--- src/rtl/bcd_serial_adder_ctrl.sv ---
// Multi-digit packed-BCD adder that reuses one digit-add stage over DIGITS cycles, LSD first.
// Optional macro BCD_INVALID_CHECK_EN adds a sticky invalid-digit flag reported on err.
module bcd_serial_adder_ctrl #(
    parameter int DIGITS = 4
) (
    input  logic                  clk,
    input  logic                  rst,
    input  logic                  start,
    input  logic [4*DIGITS-1:0]   a,
    input  logic [4*DIGITS-1:0]   b,
    input  logic                  cin,
    output logic                  busy,
    output logic                  done,
    output logic [4*DIGITS-1:0]   sum,
    output logic                  cout
`ifdef BCD_INVALID_CHECK_EN
    ,
    output logic                  err
`endif
);

    localparam int W  = 4 * DIGITS;
    localparam int CW = (DIGITS > 1) ? $clog2(DIGITS) : 1;

    typedef enum logic [1:0] {
        ST_IDLE = 2'd0,
        ST_RUN  = 2'd1,
        ST_DONE = 2'd2
    } state_t;

    // Returns {carry, digit}; invalid digits are not corrected, only the 5-bit sum is range-folded.
    function automatic logic [4:0] digit_add(input logic [3:0] da, input logic [3:0] db, input logic c);
        logic [4:0] t;
        logic [4:0] tm;
        t  = {1'b0, da} + {1'b0, db} + {4'b0000, c};
        tm = t - 5'd10;
        if (t > 5'd9) begin
            digit_add = {1'b1, tm[3:0]};
        end else begin
            digit_add = {1'b0, t[3:0]};
        end
    endfunction

    state_t          state_r;
    state_t          state_next_s;
    logic            accept_s;
    logic            last_s;
    logic [W-1:0]    a_r;
    logic [W-1:0]    b_r;
    logic            carry_r;
    logic [CW-1:0]   cnt_r;
    logic [W-1:0]    work_r;
    logic [4:0]      stage_s;
    logic [W+3:0]    cat_s;
    logic [W-1:0]    work_next_s;

    assign stage_s     = digit_add(a_r[3:0], b_r[3:0], carry_r);
    // New digit enters at the top so that after DIGITS shifts digit 0 sits in [3:0].
    assign cat_s       = {stage_s[3:0], work_r};
    assign work_next_s = cat_s[W+3:4];
    assign last_s      = (cnt_r == CW'(DIGITS - 1));

`ifdef BCD_INVALID_CHECK_EN
    logic inv_r;
    logic inv_digit_s;
    assign inv_digit_s = (a_r[3:0] > 4'd9) || (b_r[3:0] > 4'd9);
`endif

    // State register.
    always_ff @(posedge clk) begin
        if (rst) begin
            state_r <= ST_IDLE;
        end else begin
            state_r <= state_next_s;
        end
    end

    // Next-state decode and start acceptance.
    always_comb begin
        state_next_s = state_r;
        accept_s     = 1'b0;
        case (state_r)
            ST_IDLE, ST_DONE: begin
                if (start) begin
                    accept_s     = 1'b1;
                    state_next_s = ST_RUN;
                end else begin
                    state_next_s = ST_IDLE;
                end
            end
            ST_RUN: begin
                if (last_s) begin
                    state_next_s = ST_DONE;
                end else begin
                    state_next_s = ST_RUN;
                end
            end
            default: begin
                state_next_s = ST_IDLE;
            end
        endcase
    end

    // Operand capture, per-digit datapath and registered outputs.
    always_ff @(posedge clk) begin
        if (rst) begin
            busy    <= 1'b0;
            done    <= 1'b0;
            sum     <= '0;
            cout    <= 1'b0;
            a_r     <= '0;
            b_r     <= '0;
            carry_r <= 1'b0;
            cnt_r   <= '0;
            work_r  <= '0;
`ifdef BCD_INVALID_CHECK_EN
            inv_r   <= 1'b0;
            err     <= 1'b0;
`endif
        end else begin
            busy <= (state_next_s == ST_RUN);
            done <= (state_next_s == ST_DONE);
            if (accept_s) begin
                a_r     <= a;
                b_r     <= b;
                carry_r <= cin;
                cnt_r   <= '0;
                work_r  <= '0;
`ifdef BCD_INVALID_CHECK_EN
                inv_r   <= 1'b0;
`endif
            end else if (state_r == ST_RUN) begin
                a_r     <= a_r >> 3'd4;
                b_r     <= b_r >> 3'd4;
                carry_r <= stage_s[4];
                cnt_r   <= cnt_r + CW'(1);
                work_r  <= work_next_s;
`ifdef BCD_INVALID_CHECK_EN
                inv_r   <= inv_r | inv_digit_s;
`endif
                if (last_s) begin
                    sum  <= work_next_s;
                    cout <= stage_s[4];
`ifdef BCD_INVALID_CHECK_EN
                    err  <= inv_r | inv_digit_s;
`endif
                end else begin
                    sum  <= sum;
                    cout <= cout;
                end
            end else begin
                cnt_r <= cnt_r;
            end
        end
    end

endmodule

--- config.mk ---
export PLATFORM = sky130hd
export DESIGN_NAME = bcd_serial_adder_ctrl
export DESIGN_NICKNAME = d
export VERILOG_FILES = /design/src/rtl/bcd_serial_adder_ctrl.sv
export SDC_FILE = /design/constraint.sdc
export NUM_CORES = 1
export LEC_CHECK = 0
export BUFFER_PORTS_ARGS = -buffer_cell sky130_fd_sc_hd__buf_2
export CORE_AREA = 4 4 106 108
export CTS_CLUSTER_DIAMETER = 80
export DETAILED_ROUTE_END_ITERATION = 6
export DIE_AREA = 0 0 110 112
export PLACE_DENSITY = 0.52
export REMOVE_ABC_BUFFERS = 1
export SYNTH_ARGS = -nofsm -noshare
export SYNTH_HDL_FRONTEND = slang
export SYNTH_SLANG_ARGS = --single-unit
--- constraint.sdc ---
create_clock -name clk -period 2.6 [get_ports clk]
set_input_delay 0.52 -clock clk [delete_from_list [all_inputs] [get_ports clk]]
set_output_delay 0.52 -clock clk [all_outputs]
set_load 0.1 [all_outputs]
### Word-level counts from Yosys, hierarchy flattened

Cells that the tools add are included.

* bits of input ports: 36
* register bits: 72

* add/sub/neg operators: 4
* eq/ne operators: 5
* muxes and demuxes: 12
* bitwise operators: 1
* order comparisons: 1
* reductions and logical operators: 5

Operators with widths (count)
* 16-bit two-way mux: 4
* 2-bit == test, second input constant: 3
* 4-bit by 4-bit adder with 5-bit output: 1
* 5-bit by 1-bit adder with 5-bit output: 1
* 5-bit by 4-bit greater-than comparator with 1-bit output, second input constant: 1
* 1-bit two-way mux: 5
* 5-bit two-way mux: 1
* 2-bit by 1-bit == test with 1-bit output, second input constant: 2
* 2-bit case mux with 2 select lines: 1
* 2-bit OR reduction: 2
* 4-bit subtractor, second input constant: 1
* 3-bit AND reduction: 1
* 2-bit by 1-bit adder with 2-bit output, second input constant: 1
* 2-bit zero test: 1
* 2-bit two-way mux: 1
* 2-bit nonzero test: 1
* 1-bit NOT: 1

### Longest topological paths before layout

Gate-level depths: netlist (run 1).

* word-level depth: 6
* depth in mapped cells: 10
* depth with buffers taken out: 10

### Least setup slack after synthesis (run 1)

No wires, ideal clock.

* path type: flip-flop to flip-flop
* start: reg a_r[0]
* end: reg work_r[14]
* path slack: 31 ps
* required time: 2468 ps
* clock period less this slack: 2569 ps
* stages on the path, launching flop included: 11
* data arrival time: 2437 ps
* path buffers: 0
* cell sequence: dfxtp_1 -> fa_1 -> fa_1 -> xor2_1 -> inv_1 -> ha_1 -> nor2b_1 -> a31oi_2 -> a31oi_1 -> o211ai_1 -> a21oi_1

* word-level cells in the longest chain between the ends: 4
* elaborated cells between the ends (all ways): 5
* those cells by class: add/sub (3); order compare (1); mux (1)

RTL lines
* start, declared: line 48 `logic [W-1:0] a_r;`
* start signal, assigned: line 133 `a_r <= a_r >> 3'd4;`
* 4-bit by 4-bit adder with 5-bit output (*): line 35 `t = {1'b0, da} + {1'b0, db} + {4'b0000, c};`
* 5-bit by 1-bit adder with 5-bit output (*): line 35
* 4-bit subtractor / 5-bit by 4-bit greater-than comparator with 1-bit output (equally long branches): line 36, 37
* 5-bit two-way mux (*): line 37 `if (t > 5'd9) begin`
* end signal, assigned: line 137 `work_r <= work_next_s;`
* end, declared: line 52 `logic [W-1:0] work_r;`

Every way passes the cells marked *; elsewhere a longest branch is shown, timed or not.
A chain may end at the register's enable or synchronous reset.

### Final worst setup path (run 1)

* start: reg carry_r
* end: reg work_r[13]

* word-level cells in the longest chain between the ends: 3
* elaborated cells between the ends (all ways): 4
* those cells by class: add/sub (2); order compare (1); mux (1)

RTL lines
* start, declared: line 50 `logic carry_r;`
* start signal, assigned: line 126 `carry_r <= cin;`
* start signal, assigned: line 135 `carry_r <= stage_s[4];`
* 5-bit by 1-bit adder with 5-bit output (*): line 35
* 4-bit subtractor / 5-bit by 4-bit greater-than comparator with 1-bit output (equally long branches): line 36, 37
* 5-bit two-way mux (*): line 37

Marked as above.

==> results.sh, run 1 <==
export IMPL_design_area_sq_mm=0.00346
export IMPL_reg2reg_from="carry_r$_SDFFE_PP0P_"
export IMPL_min_delay_start="b[13]"
export IMPL_wl_per_cell_microns=13.6
export IMPL_hold_viol=0
export IMPL_hpwl_mm=4.74
export IMPL_synthToLayoutAreaGrowth_pct=27.1
export IMPL_pre_cts_ws_ns=-0.0599
export IMPL_cts_made_buffers=9
export IMPL_cp_common_cell="fa_2"
export IMPL_report_final_slew_viol_count=0
export IMPL_worstSetupStartpointType="flip-flop"
export IMPL_clockRootBuffer="clkbuf_8"
export IMPL_drtIter0Drc=146
export IMPL_period_share=0.975
export IMPL_synth_cell_type_count=37
export IMPL_synth_seq_cells=68
export IMPL_placed_cells=507
export IMPL_setup_tns_ns=0
export IMPL_rows=37
export IMPL_ir_worst_vdd_uv=342
export IMPL_period_needed_ns=2.54
export IMPL_antenna_found_initial=0
export IMPL_timing_rr_end="work_r[13]$_SDFFE_PP0P_"
export IMPL_reg2reg_depth=10
export IMPL_grt_pass1_vias=2359
export IMPL_clock_latency_ns=0.35
export IMPL_cts_sinks=68
export IMPL_async_flop_share=0
export IMPL_htreeDepth=3
export IMPL_place_congestion=0.820
export IMPL_die_height_microns=112
export IMPL_holdBufCountCts=0
export IMPL_io_pins=55
export IMPL_max_slew_worst_pin_slew_ns=0.634
export IMPL_finalWirelength_mm=7.17
export IMPL_setup_viol=0
export IMPL_slew_headroom=0.573
export IMPL_nets=429
export IMPL_seq_area_frac_synth=0.500
export IMPL_num_antenna_cells=0
export IMPL_required_ns=2.87
export IMPL_syn_area_per_cell_sq_um=8.38
export IMPL_synth_edf_count=0
export IMPL_drive_gt1_frac=0.258
export IMPL_slowest_stage="fa_2"
export IMPL_start_util=0.266
export IMPL_hold_end="b_r[13]$_SDFFE_PP0P_"
export IMPL_endpoint_kind="flip-flop"
export IMPL_vias_per_cell=4.65
export IMPL_layout_cells_non_filler=527
export IMPL_via_count=2453
export IMPL_synth_warnings=0
export IMPL_first_pass_iters=4
export IMPL_crit_chain="fa_2 -> fa_2 -> xor2_2 -> inv_1 -> ha_2 -> nor2b_4 -> a31oi_4 -> buf_6 -> a2111o_1 -> a31oi_1"
export IMPL_total_power_mw=2.44
export IMPL_cts_tree="done"
export IMPL_p_leak_nw=1.39
export IMPL_grt_usage=0.120
export IMPL_syn_cell_area_sq_mm=0.00273
export IMPL_synthFlopType="dfxtp_1"
export IMPL_post_route_drc_count=0
export IMPL_cts_buffer_depth=2
export IMPL_syn_inst=325
export IMPL_whs_ns=0.419
export IMPL_layout_common_cells="74 x nand2_1, 67 x dfxtp_1, 54 x buf_2"
export IMPL_place_area_sq_mm=0.00319
export IMPL_path_clk_slew_ns=0.07
export IMPL_dieArea_sq_mm=0.0123
export IMPL_coreArea_sq_mm=0.0102
export IMPL_max_stage_delay_ns=0.41
export IMPL_gr_total_overflow=0
export IMPL_final_common_cell="nand2_1"
export IMPL_grt_pass1_wl_mm=11.6
export IMPL_ff2ff_setup_slack_ns=0.06
export IMPL_arrival_ns=2.81
export IMPL_crit_path_max_fanout=4
export IMPL_grt_max_degree=36
export IMPL_hold_depth=3
export IMPL_fp_dieW_microns=110
export IMPL_cap_violations=0
export IMPL_final_setup_worst_slack_ns=0.0638
export IMPL_min_delay_path_class="in -> reg"
export IMPL_fmax_mhz=394
export IMPL_fin_worst_skew_ns=0.00938
export IMPL_status="finished clean"
export IMPL_finalCoreUtilization=0.339
export IMPL_pwr_density_cell_mw_per_mm2=705
export IMPL_portBuffers=54
export IMPL_critical_path_class="reg -> reg"
export IMPL_ant_nets=0
[layer usage]
layer	track usage	up-vias	part of all wire
met1	0.157	1143	0.47
met2	0.189	58	0.47
li1	-	1247	-
met5	0	-	0
met3	0.0441	5	0.057
met4	0.0258	0	0.0056
[cell families (layout without fill, tap and decap cells)]
logic type / Yosys count / in the layout / share of synthesized area
AOI/OAI and AO/OA: 91 / 91 / 0.216
xor gates and xnor gates: 2 / 2 / 0.00643
adders and majority gates: 7 / 7 / 0.0376
buffers and inverters: 27 / 93 / 0.0386
DFF: 68 / 68 / 0.500
muxes: 2 / 2 / 0.00735
and+or+nand+nor: 128 / 128 / 0.194
[worst max path at each step]
stage                     startpoint                       to  slack, ns  cells past startpoint
2_1_floorplan  state_r[0]$_SDFF_PP0_     sum[13]$_SDFFE_PP0P_      -0.33                      4
3_3_place_gp     a_r[0]$_SDFFE_PP0P_  work_r[14]$_SDFFE_PP0P_      -0.01                     10
3_5_place_dp     a_r[0]$_SDFFE_PP0P_     sum[14]$_SDFFE_PP0P_      -0.06                     10
4_1_cts          a_r[0]$_SDFFE_PP0P_     sum[13]$_SDFFE_PP0P_       0.06                     11
5_1_grt         carry_r$_SDFFE_PP0P_  work_r[14]$_SDFFE_PP0P_      -0.05                     10
6_report        carry_r$_SDFFE_PP0P_  work_r[13]$_SDFFE_PP0P_       0.06                     10
[worst max-delay path, delay by kind of cell (launching register included)]
kind | cells | cell delay, ns
compound gates | 3 | 0.58
xor+xnor | 1 | 0.17
fa+ha+maj | 3 | 0.99
buf+inv | 2 | 0.23
flops | 1 | 0.34
simple gates | 1 | 0.15
[registers in the layout, summed over array words and instances, names as in the netlist]
signal / flops
cout: 1
work_r: 12
cnt_r: 2
a_r: 16
state_r: 2
b_r: 16
carry_r: 1
done: 1
sum: 16
busy: 1
[synthesized netlist by cell type (2+ instances only)]
cell type	n	area share
nor2b_1	3	0.0069
buf_1	3	0.0041
clkbuf_1	16	0.022
nor2_1	32	0.044
nand2_1	74	0.10
nand2b_1	3	0.0069
ha_1	5	0.023
a21o_1	2	0.0055
dfxtp_1	68	0.50
inv_1	5	0.0069
a211oi_1	3	0.0083
fa_1	2	0.015
a22oi_1	18	0.050
mux2i_1	2	0.0073
o21ai_0	2	0.0037
o211ai_1	2	0.0055
nor3_1	11	0.020
a21oi_1	40	0.073
o22ai_1	7	0.016
a311oi_1	6	0.019
buf_2	3	0.0055
a31oi_1	3	0.0069
[power by group]
part           internal (mW)  switching [mW]
clock network          0.492           0.394
registers               1.09          0.0290
logic                  0.197           0.239
total                   1.78           0.663
[timing repair]
action	4_1_cts	5_1_grt
endpoints found under the setup margin	3	6
pin swaps	1	4
gates resized for setup	3	7
buffers inserted	1	3
[cell type report]
cell class                      instances  area, sq um
Fill cell                            1092         6770
Sequential cell                        68         1360
Multi-Input combinational cell        230         1300
Timing Repair Buffer                   72          409
Tap cell                              136          170
Clock buffer                           12          155
Clock inverter                          4         47.5
Inverter                                5         18.8
(Power assumes the default switching activity.)
==> run 2, diff against run 1 <==
--- a/config.mk
+++ b/config.mk
@@ -6,11 +6,13 @@
 export NUM_CORES = 1
 export LEC_CHECK = 0
 export BUFFER_PORTS_ARGS = -buffer_cell sky130_fd_sc_hd__buf_2
+export CELL_PAD_IN_SITES_DETAIL_PLACEMENT = 0
+export CELL_PAD_IN_SITES_GLOBAL_PLACEMENT = 1
 export CORE_AREA = 4 4 106 108
 export CTS_CLUSTER_DIAMETER = 80
 export DETAILED_ROUTE_END_ITERATION = 6
 export DIE_AREA = 0 0 110 112
-export PLACE_DENSITY = 0.52
+export PLACE_DENSITY = 0.64
 export REMOVE_ABC_BUFFERS = 1
 export SYNTH_ARGS = -nofsm -noshare
 export SYNTH_HDL_FRONTEND = slang
==> run 2 against run 1 <==
Worst setup slack gained 0.052 ns. Sequential share of layout area grew 0.17 points. Largest cell class unchanged. Register-to-register slack gained 0.05 ns. Maximum frequency grew 2.1%. Global-route usage shrank 0.078 points. Non-clock buffer count shrank 1. Die area is the same.
==> results.sh, run 2 (synthesis gave the netlist of run 1 again) <==
export IMPL_slew_headroom=0.445
export IMPL_critical_path_class="reg -> reg"
export IMPL_clock_latency_ns=0.34
export IMPL_clockRootBuffer="clkbuf_8"
export IMPL_clockPowerShare=0.357
export IMPL_grt_max_degree=55
export IMPL_endpoint_kind="flip-flop"
export IMPL_layout_cells_non_filler=526
export IMPL_period_needed_ns=2.48
export IMPL_worstSetupStartpointType="flip-flop"
export IMPL_rows=37
export IMPL_place_area_sq_mm=0.00319
export IMPL_setup_viol=0
export IMPL_first_pass_iters=4
export IMPL_placed_cells=507
export IMPL_place_congestion=0.776
export IMPL_coreArea_sq_mm=0.0102
export IMPL_crit_path_max_fanout=4
export IMPL_layout_common_cells="74 x nand2_1, 67 x dfxtp_1, 54 x buf_2"
export IMPL_cap_violations=0
export IMPL_cts_buffer_depth=2
export IMPL_seq_power_share=0.465
export IMPL_max_slew_worst_pin_slew_ns=0.832
export IMPL_hold_viol=0
export IMPL_fmax_mhz=403
export IMPL_required_ns=2.87
export IMPL_final_common_cell="nand2_1"
export IMPL_grt_usage=0.119
export IMPL_nFillCells=1136
export IMPL_pwr_density_cell_mw_per_mm2=698
export IMPL_vias_per_cell=4.58
export IMPL_io_pins=55
export IMPL_p_int_mw=1.75
export IMPL_cts_sinks=68
export IMPL_nets=428
export IMPL_report_final_slew_viol_count=0
export IMPL_cts_made_buffers=9
export IMPL_netSwitchingPower_mw=0.655
export IMPL_finalWirelength_mm=6.89
export IMPL_htreeDepth=3
export IMPL_drive_gt1_frac=0.251
export IMPL_status="finished clean"
export IMPL_synthToLayoutAreaGrowth_pct=26.6
export IMPL_grt_pass1_vias=2382
export IMPL_ant_nets=0
export IMPL_min_delay_path_class="in -> reg"
export IMPL_p_leak_nw=1.38
export IMPL_fin_worst_skew_ns=0.00745
export IMPL_fp_dieW_microns=110
export IMPL_drtIter0Drc=71
export IMPL_antenna_found_initial=1
export IMPL_design_area_sq_mm=0.00345
export IMPL_start_util=0.266
export IMPL_grt_pass1_wl_mm=11.5
export IMPL_post_route_drc_count=0
export IMPL_portBuffers=54
export IMPL_gr_total_overflow=0
export IMPL_cts_tree="done"
export IMPL_dieArea_sq_mm=0.0123
export IMPL_arrival_ns=2.75
export IMPL_hpwl_mm=4.58
export IMPL_swShare=0.272
export IMPL_reg_largest_list="a_r (16), b_r (16), sum (16)"
export IMPL_ir_worst_vdd_uv=288
export IMPL_period_share=0.955
export IMPL_wl_per_cell_microns=13.1
export IMPL_num_antenna_cells=0
export IMPL_via_count=2407
export IMPL_path_clk_slew_ns=0.07
export IMPL_die_height_microns=112
export IMPL_power_share_combinational=0.177
export IMPL_holdBufCountCts=0
==> run 2: cell count changes in the layout (fill, tap and decap cells not counted), sizes merged <==
| cell | delta |
|---|---|
| buf | -1 |
| clkinv | +1 |
| clkinvlp | -1 |
==> run 2: final timing paths <==
kind	startpoint	to	slack, ns	depth (start not counted)
worst max-delay path	carry_r$_SDFFE_PP0P_	work_r[13]$_SDFFE_PP0P_	0.12	10
worst min-delay path	a[13]	a_r[13]$_SDFFE_PP0P_	0.43	3
worst max register to register	carry_r$_SDFFE_PP0P_	work_r[13]$_SDFFE_PP0P_	0.12	10
worst min register to register	sum[8]$_SDFFE_PP0P_	sum[8]$_SDFFE_PP0P_	0.45	2
==> run 2: worst max-delay path: stages, from the launching register on <==
cell      delay [ns]
dfxtp_2         0.33
fa_2            0.40
fa_2            0.38
xor2_1          0.16
inv_1           0.08
ha_2            0.18
nor2b_4         0.16
a31oi_4         0.06
buf_6           0.15
a2111o_1        0.35
a31oi_1         0.15
==> run 2: power by group through the flow <==
stage,registers (mW),logic (mW),clock network [mW]
floorplan,1.15,0.217,0
global placement,1.14,0.370,0
detailed placement,1.14,0.373,0
CTS,1.12,0.384,0.890
global route,1.13,0.474,0.950
finish,1.12,0.427,0.860
==> run 2: final cells by class <==
cell class	count	area [sq um]	area share
clock inverters	4	48.8	0.0141
clock buffers	12	145	0.0421
multi-input cells	230	1300	0.378
repair buffers	71	402	0.116
flip-flops and latches	68	1360	0.395
well taps	136	170	0.0493
inverters	5	18.8	0.00544
==> run 2: metal layers <==
metal / global-route usage / up-vias / wire [microns]
li1: - / 1250 / -
met1: 0.149 / 1080 / 3230
met2: 0.184 / 62 / 3050
met3: 0.0499 / 13 / 479
met4: 0.0399 / 2 / 112
met5: 0 / - / 13
==> run 2: stage by stage <==
stage / power (mW) / utilization / hold WS [ns] / setup TNS (ns) / worst slack, ns
after floorplan: 1.36 / - / 0.426 / -0.845 / -0.335
after global placement: 1.51 / 0.312 / 0.441 / -0.0402 / -0.0226
after detailed placement: 1.52 / 0.312 / 0.444 / -0.121 / -0.0685
after CTS: 2.40 / 0.333 / 0.406 / 0 / 0.0396
after global routing: 2.55 / 0.337 / 0.410 / -0.0149 / -0.0136
final: 2.41 / 0.337 / 0.425 / 0 / 0.116
==> run 2: timing repair <==
| action | 4_1_cts | 5_1_grt |
|---|---|---|
| gates resized for setup | 3 | 7 |
| pin swaps | 2 | 8 |
| buffers inserted | 1 | 2 |
| endpoints found under the setup margin | 4 | 7 |
